[config.mk]
export PLATFORM = sky130hd
export DESIGN_NAME = dm_stage
export DESIGN_NICKNAME = d
export VERILOG_FILES = /design/src/rtl/dm_stage.sv
export SDC_FILE = /design/constraint.sdc
export NUM_CORES = 1
export LEC_CHECK = 0
export CAP_MARGIN = 20
export CELL_PAD_IN_SITES_DETAIL_PLACEMENT = 1
export CELL_PAD_IN_SITES_GLOBAL_PLACEMENT = 2
export CORE_MARGIN = 2
export CORE_UTILIZATION = 28
export DETAILED_ROUTE_END_ITERATION = 10
export GPL_ROUTABILITY_DRIVEN = 0
export MAX_ROUTING_LAYER = met4
export PLACE_DENSITY_LB_ADDON = 0.1
export SKIP_CTS_REPAIR_TIMING = 1
export SYNTH_ARGS = -nofsm -noshare
export SYNTH_HDL_FRONTEND = slang
export SYNTH_SLANG_ARGS = --single-unit
export TNS_END_PERCENT = 50
[constraint.sdc]
create_clock -name clk -period 14.2 [get_ports clk]
set_clock_uncertainty 0.1 [all_clocks]
set_input_delay 3.55 -clock clk [delete_from_list [all_inputs] [get_ports clk]]
set_output_delay 3.55 -clock clk [all_outputs]
set_load 0.01 [all_outputs]
[src/rtl/dm_stage.sv]
// Data-memory stage controller: drives a single-outstanding req/ack memory port for
// loads and stores, stalls the ALU/DM register while an access is in flight, and
// registers results into the DM/RW pipeline outputs.
`timescale 1ns/1ps

module dm_stage #(
  parameter int unsigned TIMEOUT  = 255,
  parameter logic [31:0] ERR_DATA = 32'h0000_0000
) (
  input  logic        clk,
  input  logic        reset,
  input  logic [31:0] inst_DM,
  input  logic [31:0] pc_DM,
  input  logic        is_Ld_DM,
  input  logic        is_St_DM,
  input  logic [31:0] aluResult_DM,
  input  logic [31:0] op2_DM,
  input  logic [4:0]  rd_DM,
  input  logic        isWb_DM,
  input  logic        isCall_DM,
  output logic        stall_ALUDM,
  output logic        mem_req,
  output logic        mem_we,
  output logic [31:0] mem_addr,
  output logic [31:0] mem_wdata,
  input  logic [31:0] mem_rdata,
  input  logic        mem_ack,
  output logic [31:0] inst_RW,
  output logic [31:0] pc_RW,
  output logic [31:0] aluResult_RW,
  output logic [31:0] ldResult_RW,
  output logic [4:0]  rd_RW,
  output logic        isWb_RW,
  output logic        isLd_RW,
  output logic        isCall_RW,
  output logic        mem_err,
  output logic        misalign
);

  typedef enum logic [1:0] {IDLE, BUSY, DONE} state_t;

  localparam logic [15:0] LAST_COUNT = 16'(TIMEOUT - 1);

  state_t      state, state_next;
  logic [15:0] count;
  logic [31:0] data_q;
  logic        memop;
  logic        ld_only;
  logic        pass_through;

  // A load that is also flagged as a store is treated as a store.
  assign memop   = is_Ld_DM | is_St_DM;
  assign ld_only = is_Ld_DM & ~is_St_DM;

  always_comb begin
    // NOTE: every output gets a default before the case so no path can infer a latch.
    state_next   = state;
    stall_ALUDM  = 1'b0;
    pass_through = 1'b0;
    unique case (state)
      IDLE: begin
        if (memop) begin
          stall_ALUDM = 1'b1;
          state_next  = BUSY;
        end else begin
          pass_through = 1'b1;
        end
      end
      BUSY: begin
        stall_ALUDM = 1'b1;
        if (mem_ack || count == LAST_COUNT) state_next = DONE;
      end
      DONE: begin
        pass_through = 1'b1;
        state_next   = IDLE;
      end
      default: state_next = IDLE;
    endcase
  end

  // NOTE: sequential state is written with non-blocking assignments so every register
  // samples pre-edge values regardless of statement order.
  always_ff @(posedge clk or posedge reset) begin
    if (reset) state <= IDLE;
    else       state <= state_next;
  end

  // Memory port, timeout counter and captured load data.
  always_ff @(posedge clk or posedge reset) begin
    if (reset) begin
      mem_req   <= 1'b0;
      mem_we    <= 1'b0;
      mem_addr  <= '0;
      mem_wdata <= '0;
      count     <= '0;
      data_q    <= '0;
      mem_err   <= 1'b0;
      misalign  <= 1'b0;
    end else begin
      unique case (state)
        IDLE: begin
          if (memop) begin
            mem_req   <= 1'b1;
            mem_we    <= is_St_DM;
            mem_addr  <= {aluResult_DM[31:2], 2'b00};
            mem_wdata <= op2_DM;
            count     <= '0;
            if (|aluResult_DM[1:0]) misalign <= 1'b1;
          end
        end
        BUSY: begin
          // An ack arriving on the timeout cycle still counts as a normal completion.
          if (mem_ack) begin
            mem_req <= 1'b0;
            data_q  <= mem_rdata;
          end else if (count == LAST_COUNT) begin
            mem_req <= 1'b0;
            data_q  <= ERR_DATA;
            mem_err <= 1'b1;
          end else begin
            count <= count + 16'd1;
          end
        end
        default: ;
      endcase
    end
  end

  // DM/RW register: copies the DM inputs when the ALU/DM register advances, else a bubble.
  always_ff @(posedge clk or posedge reset) begin
    if (reset) begin
      inst_RW      <= '0;
      pc_RW        <= '0;
      aluResult_RW <= '0;
      ldResult_RW  <= '0;
      rd_RW        <= '0;
      isWb_RW      <= 1'b0;
      isLd_RW      <= 1'b0;
      isCall_RW    <= 1'b0;
    end else if (pass_through) begin
      inst_RW      <= inst_DM;
      pc_RW        <= pc_DM;
      aluResult_RW <= aluResult_DM;
      ldResult_RW  <= (state == DONE && ld_only) ? data_q : 32'h0;
      rd_RW        <= rd_DM;
      isWb_RW      <= isWb_DM;
      isLd_RW      <= (state == DONE) && ld_only;
      isCall_RW    <= isCall_DM;
    end else begin
      isWb_RW   <= 1'b0;
      isLd_RW   <= 1'b0;
      isCall_RW <= 1'b0;
    end
  end

endmodule
== After elaboration in Yosys (flattened, before gate mapping) ==
Index checks and enable logic that the tools add are counted.
Operators by class
  reduce and logical (&&, ||, !) cells: 13
  shift-type cells: 0
  $mul: 0
  div/mod/pow operators: 0
  eq/ne operators: 8
  muxes and demuxes: 21
  $add $sub $neg: 1
  order comparisons: 0
  bitwise logic cells: 4
Operators with widths (count)
  two-way mux 32 bit: 3
  two-way mux 16 bit: 3
  one-hot mux 16 bit (2 select lines): 1
  adder 16 x 1 -> 16 bit, second input constant: 1
  equality test 16 x 8 -> 1 bit, second input constant: 1
  AND reduction 3 bit: 3
  two-way mux 1 bit: 8
  != test 2 bit, second input constant: 4
  one-hot mux 1 bit (2 select lines): 3
  AND reduction 2 bit: 3
  two-way mux 2 bit: 2
  one-hot mux 2 bit (2 select lines): 1
  AND reduction 4 bit: 1
  nonzero test 2 bit: 2
  != test 3 bit, second input constant: 1
  equality test 2 x 1 -> 1 bit, second input constant: 1
  equality test 2 bit, second input constant: 1
  logical NOT 2 bit: 1
  inverter 1 bit: 2
  OR reduction 2 bit: 1
  bitwise AND 1 bit: 1
  logical AND 1 bit: 1
  logical OR 1 bit: 1
  OR 1 bit: 1
Storage, ports and cells
  memories: 0
  output and inout port bits: 205
  memory bits (read-only): 0
  RAM bits: 0
  input port bits: 172
  word-level logic and storage cells: 64
  latch bits: 0
  register bits: 252

== Depth between registers and ports, before layout ==
Gate-level depths: netlist (run 1).
  depth after elaboration: 4
  gate-level depth with buffers: 8
  depth with buffers taken out: 7

== Worst setup path after synthesis (run 1) ==
No wires, ideal clock.
  kind: input to output
  start point: input is_St_DM
  end point: output stall_ALUDM
  arrival: 3784 ps
  setup slack: 6766 ps
  required time: 10550 ps
  stages on the path: 2
  cells stage by stage: nor3_1 nor2_1
Between the ends
  longest elaborated chain between the ends: 3
RTL lines
  from (decl): line 15  | input logic is_St_DM,
  OR 1 bit: line 52  | assign memop = is_Ld_DM | is_St_DM;
  two-way mux 1 bit: line 62  | if (memop) begin
  one-hot mux 1 bit (2 select lines): line 60  | unique case (state)
  to (decl): line 21  | output logic stall_ALUDM,
No other way between the ends.

== Worst setup path in the final report (run 1) ==
Ends and elaborated chain as after synthesis.

==> impl_metrics.py, run 1 <==
metrics = {
    "grt": {
        "grt_start_max_net_pins": 116,
        "gr-total-overflow": 0,
        "grt_pass1_vias": 7987,
        "antenna_found_initial": 0,
        "grt_pass1_wl_um": 47800,
        "grt_util_all_layers_pct": 17.7,
    },
    "outcome": {
        "status": "completed",
    },
    "detailed_routing": {
        "firstDrtPassIters": 4,
        "route.vias.total": 7653,
        "drt_iter0_markers": 313,
        "final_antenna_net_count": 0,
        "finalWirelength_um": 31100,
        "wl_per_cell_um": 18.6,
        "drc": 0,
        "avgViaCountPerCell": 4.57,
    },
    "synthesis": {
        "ys_seq_elements": 252,
        "synthCells": 839,
        "yosysWarningCount": 0,
        "synth_area_um2": 9530,
        "synth_top_area_share_pct": 66.2,
        "synth_top_area_cell": "dfrtp_1",
        "netlist_top_cells_area": "dfrtp_1, nand2_1, mux2_2, a22o_1, clkbuf_1",
        "seq_area_frac_synth_pct": 66.2,
        "synth_cell_types": 34,
        "avgSynthCellArea_um2": 11.4,
    },
    "power": {
        "power.leakage_uw": 0.00665,
        "powerDensity_nw_per_um2": 222,
        "ir_worst_vdd_uv": 115,
    },
    "floorplanning": {
        "die_h_um": 188,
        "initial_core_util_pct": 28.4,
        "row_count": 67,
        "core_um2": 33500,
        "ios": 377,
        "die-area_um2": 35500,
        "die_w_um": 188,
    },
    "clock_tree": {
        "clk_pin_slew_ns": 0.06,
        "htree_num_levels": 1,
        "cts_tree": "yes",
        "clock_sinks": 252,
        "worstSkewPairLatency_ns": 0.56,
        "clock_path_buffers": 3,
        "cts_buffers": 31,
        "cts-root-buf": "clkbuf_16",
    },
    "cells_and_area": {
        "fill_cells": 3598,
        "seq_area_um2": 6310,
        "areaGrowthSynthToFinish_pct": 55.0,
        "num_antenna_cells": 0,
        "multi_input_area_um2": 3030,
        "layout-drive-gt1-share_pct": 10.5,
        "final_common_cell": "clkdlybuf4s50_1",
        "mostFrequentLayoutCells": "clkdlybuf4s50_1, nand2_1, dfrtp_1",
        "nets": 1381,
    },
    "sta": {
        "period_needed_ns": 8.48,
        "finalHoldViolations": 0,
        "fmax_mhz": 118,
        "tightestPinTransition_ns": 1.00,
        "fin_crit_sh_pct": 59.7,
        "fin_hold_ws_ns": 0.361,
        "setup_viol": 0,
        "maxSlewHeadroom_pct": 33.2,
        "tns_ns": 0,
        "final_max_slew_viol_count": 0,
        "rsz0062_at_grt": "no",
    },
    "placed_design": {
        "port_buffers": 374,
        "dp_hpwl_um": 21000,
    },
    "setup_path": {
        "crit_required_ns": 10.55,
        "cp-start-kind": "primary input",
        "worstPathMaxFanout": 4,
        "critPathKind": "primary input to output pin",
        "r2r_cells": 4,
        "critPathCaptureType": "output pin",
        "critPathArrivalTime_ns": 4.83,
    },
    "worst_hold_path": {
        "worstHoldPathCells": 1,
        "hold_class": "register to register",
    },
    "run": {
        "cap_violations": 0,
    },
}
[registers in the layout (all words and copies together), names as in the netlist]
register and flops:
aluResult_RW 32, count 16, data_q 32, inst_RW 32, isCall_RW 1, isLd_RW 1
isWb_RW 1, ldResult_RW 32, mem_addr 30, mem_err 1, mem_req 1, mem_wdata 32
mem_we 1, misalign 1, pc_RW 32, rd_RW 5, state 2
[through the flow]
step           setup WS [ns]  cells  area (um2)  total power (uW)  util (%)
3_3_place_gp            5.76   1621       13700              2480      40.9
6_report                5.72   1674       14800              3270      44.0
3_5_place_dp            5.74   1621       13700              2500      40.9
2_1_floorplan           3.62    840        9530              1750         -
5_1_grt                 5.66   1674       14800              3480      44.0
4_1_cts                 5.73   1673       14800              3340      44.0
[cell type report]
cell class	instances	area share (%)
flip-flops and latches	252	42.7
repair buffers	383	25.8
multi-input cells	534	20.5
clock buffers	43	6.03
well taps	448	3.80
clock inverters	9	1.02
inverters	5	0.178
[cell families (layout without fill, tap and decap cells)]
kind of cell,count (synthesis),count (layout),synth area share (%)
DFF,252,252,66.2
AOI/OAI and AO/OA,108,108,8.65
other,1,2,0.0394
buffers and inverters,54,440,2.35
adders and majority gates,2,2,0.263
muxes,63,63,7.44
and+or+nand+nor,359,359,15.1
[routing by layer]
metal	vias to the layer above	global-route usage [%]	part of all wire [%]
met3	39	5.07	7.6
li1	3542	-	-
met4	0	3.70	1.7
met2	254	28.5	47
met1	3818	22.2	44
met5	-	-	0
[path summary, 6_finish.rpt]
check	start	endpoint	slack, ns
worst min-delay path	mem_err	mem_err	0.36
worst min register to register	mem_err	mem_err	0.36
worst max-delay path	is_St_DM	stall_ALUDM	5.72
max in group asynchronous	reset	mem_wdata[9]	9.01
worst max register to register	state[1]	ldResult_RW[19]	11.49
min in group asynchronous	reset	mem_wdata[22]	3.47
[critical path, cell delays in order]
cell and delay, ns:
clkdlybuf4s50_1 0.56, nor3_1 0.08, nor2_1 0.10, clkdlybuf4s50_1 0.54
[synth_stat cells (all sizes together)]
cell and count:
nand2 314, dfrtp 252, a22o 64, mux2 63
clkbuf 41, o21ai 24, nor2 13, buf 8
o31ai 7, nand3 6, nor3 6, a21oi 5
a31oi 5, inv 5, nand4 5, and2 3
a21o 2, ha 2, nand2b 2, nor4 2
or4 2, a41oi 1, and3 1, and4 1
conb 1, nand3b 1, nor2b 1, or2 1
or4b 1
[report_power, final]
group | total, uW | leakage (uW) | internal [uW] | switching [uW]
Sequential | 1180 | 0.00315 | 1020 | 159
Clock | 808 | 0.000511 | 504 | 304
Combinational | 1290 | 0.00299 | 693 | 593
Total | 3270 | 0.00665 | 2220 | 1060
(Power assumes the default switching activity.)
==> inputs of run 2 (changes only) <==
--- a/config.mk
+++ b/config.mk
@@ -9,7 +9,7 @@
 export CELL_PAD_IN_SITES_DETAIL_PLACEMENT = 1
 export CELL_PAD_IN_SITES_GLOBAL_PLACEMENT = 2
 export CORE_MARGIN = 2
-export CORE_UTILIZATION = 28
+export CORE_UTILIZATION = 24
 export DETAILED_ROUTE_END_ITERATION = 10
 export GPL_ROUTABILITY_DRIVEN = 0
 export MAX_ROUTING_LAYER = met4
==> constraint.sdc (replaced) <==
create_clock -name clk -period 7.2 [get_ports clk]
set_clock_uncertainty 0.1 [all_clocks]
set_input_delay 1.8 -clock clk [delete_from_list [all_inputs] [get_ports clk]]
set_output_delay 1.8 -clock clk [all_outputs]
set_load 0.01 [all_outputs]
==> run 2 against run 1 <==
  * Sequential power up 97%
  * Via count down 0.90%
  * Utilization down 5.8 points
  * First-iteration DRC count down 14%
  * Design area up 0.86%
  * Count of clock-buffer cells in the layout up 5
  * Critical path depth unchanged
  * Global-route usage down 1.6 points
==> impl_metrics.py, run 2 (same netlist as run 1, synthesis figures left out) <==
metrics = {
    "cells_and_area": {
        "mostFrequentLayoutCells": "clkdlybuf4s50_1, nand2_1, dfrtp_1",
        "nets": 1384,
        "fill_cells": 4261,
        "seq_area_um2": 6310,
        "final_common_cell": "clkdlybuf4s50_1",
        "multi_input_area_um2": 3030,
        "layout-drive-gt1-share_pct": 10.4,
        "design_area_um2": 14900,
        "areaGrowthSynthToFinish_pct": 56.3,
    },
    "detailed_routing": {
        "finalWirelength_um": 32900,
        "wl_per_cell_um": 18.8,
        "drt_iter0_markers": 270,
        "avgViaCountPerCell": 4.33,
        "firstDrtPassIters": 4,
        "drc": 0,
        "route.vias.total": 7584,
        "final_antenna_net_count": 0,
    },
    "sta": {
        "final_max_slew_viol_count": 0,
        "period_needed_ns": 4.94,
        "rsz0062_at_grt": "no",
        "setup_viol": 0,
        "fmax_mhz": 202,
        "finalHoldViolations": 0,
        "fin_crit_sh_pct": 68.6,
        "tightestPinTransition_ns": 1.01,
        "maxSlewHeadroom_pct": 32.0,
        "tns_ns": 0,
    },
    "placed_design": {
        "port_buffers": 374,
        "dp_hpwl_um": 22500,
        "dpl_cell_area_um2": 13900,
    },
    "setup_path": {
        "critPathCaptureType": "output pin",
        "critPathKind": "primary input to output pin",
        "cp_num_buf_inv": 2,
        "crit_path_cell_trace": "clkdlybuf4s50_1 -> nor3_1 -> nor2_1 -> clkdlybuf4s50_1",
        "critPathArrivalTime_ns": 3.04,
        "cpMostUsedCell": "clkdlybuf4s50_1",
        "crit_required_ns": 5.30,
        "crit_family": "buffers and inverters",
        "cpMaxStageDelayCell": "clkdlybuf4s50_1",
        "slowest_delay_ns": 0.54,
        "cp-start-kind": "primary input",
        "worstPathMaxFanout": 4,
    },
    "grt": {
        "grt_util_all_layers_pct": 16.1,
        "gr-total-overflow": 0,
        "antenna_found_initial": 2,
        "grt_start_max_net_pins": 144,
        "grt_pass1_wl_um": 50000,
        "grt_pass1_vias": 8207,
    },
    "floorplanning": {
        "die_h_um": 203,
        "ios": 377,
        "row_count": 72,
        "die_w_um": 203,
        "core_um2": 38900,
        "die-area_um2": 41300,
        "initial_core_util_pct": 24.5,
    },
    "power": {
        "p_sw_uw": 2110,
        "comb_power_share_pct": 39.9,
        "power.share.switching_pct": 32.6,
        "seqPwrFrac_pct": 35.9,
        "power.leakage_uw": 0.00666,
        "internal_power_uw": 4350,
        "p_clk_share_pct": 24.2,
        "powerDensity_nw_per_um2": 433,
        "power_uw": 6460,
        "ir_worst_vdd_uv": 182,
    },
    "clock_tree": {
        "cts_buffers": 31,
        "clock_path_buffers": 3,
        "worstSkewPairLatency_ns": 0.56,
        "clk_pin_slew_ns": 0.05,
        "htree_num_levels": 1,
        "clock_sinks": 252,
        "cts-root-buf": "clkbuf_16",
        "cts_tree": "yes",
    },
    "run": {
        "cap_violations": 0,
    },
    "worst_hold_path": {
        "hold_class": "register to register",
    },
    "outcome": {
        "status": "completed",
    },
}
==> run 2: per-stage QoR <==
stage	utilization [%]	hold WS (ns)	instances	setup WS, ns
finish	38.3	0.369	1751	2.26
global route	38.3	0.386	1751	2.20
CTS	38.3	0.376	1748	2.27
detailed placement	35.7	0.361	1694	2.27
global placement	35.6	0.352	1693	2.26
floorplan	-	0.340	840	1.98
==> run 2: per-layer routing <==
layer	vias up	part of all wire, %	global-route usage [%]
li1	3549	-	-
met1	3755	43	19.9
met2	233	47	25.5
met3	47	7.3	4.60
met4	0	2.3	4.90
met5	-	0	-
==> run 2: layout make-up <==
class,count,share of cell area (%)
antenna,2,0.0336
clock buffer,48,6.04
clock inverter,6,0.731
inverter,5,0.151
multi-input combinational,534,20.3
sequential,252,42.3
tap,518,4.35
timing repair buffer,386,26.1
==> run 2: power groups by stage <==
stage               registers, uW  logic, uW  clock network [uW]
finish                       2320       2570                1560
detailed placement           2350       2630                   0
CTS                          2330       2640                1630
global placement             2330       2610                   0
floorplan                    2550        906                   0
global route                 2410       2790                1680
==> run 2: worst register-to-register path, delay by kind of cell, from the launching register on <==
kind            cells  cell delay [ns]
flops               1             0.45
buf+inv             2             0.21
simple gates        2             0.93
compound gates      2             0.64
fa+ha+maj           1             0.14
==> run 2: worst paths after layout <==
check | startpoint | endpoint | slack [ns] | cells after the start
min | misalign | misalign | 0.37 | 1
max in group asynchronous | reset | mem_addr[26] | 4.45 | 3
min reg2reg | misalign | misalign | 0.37 | 1
max reg2reg | count[0] | count[7] | 4.64 | 7
min in group asynchronous | reset | ldResult_RW[27] | 1.41 | 2
max | is_St_DM | stall_ALUDM | 2.26 | 4
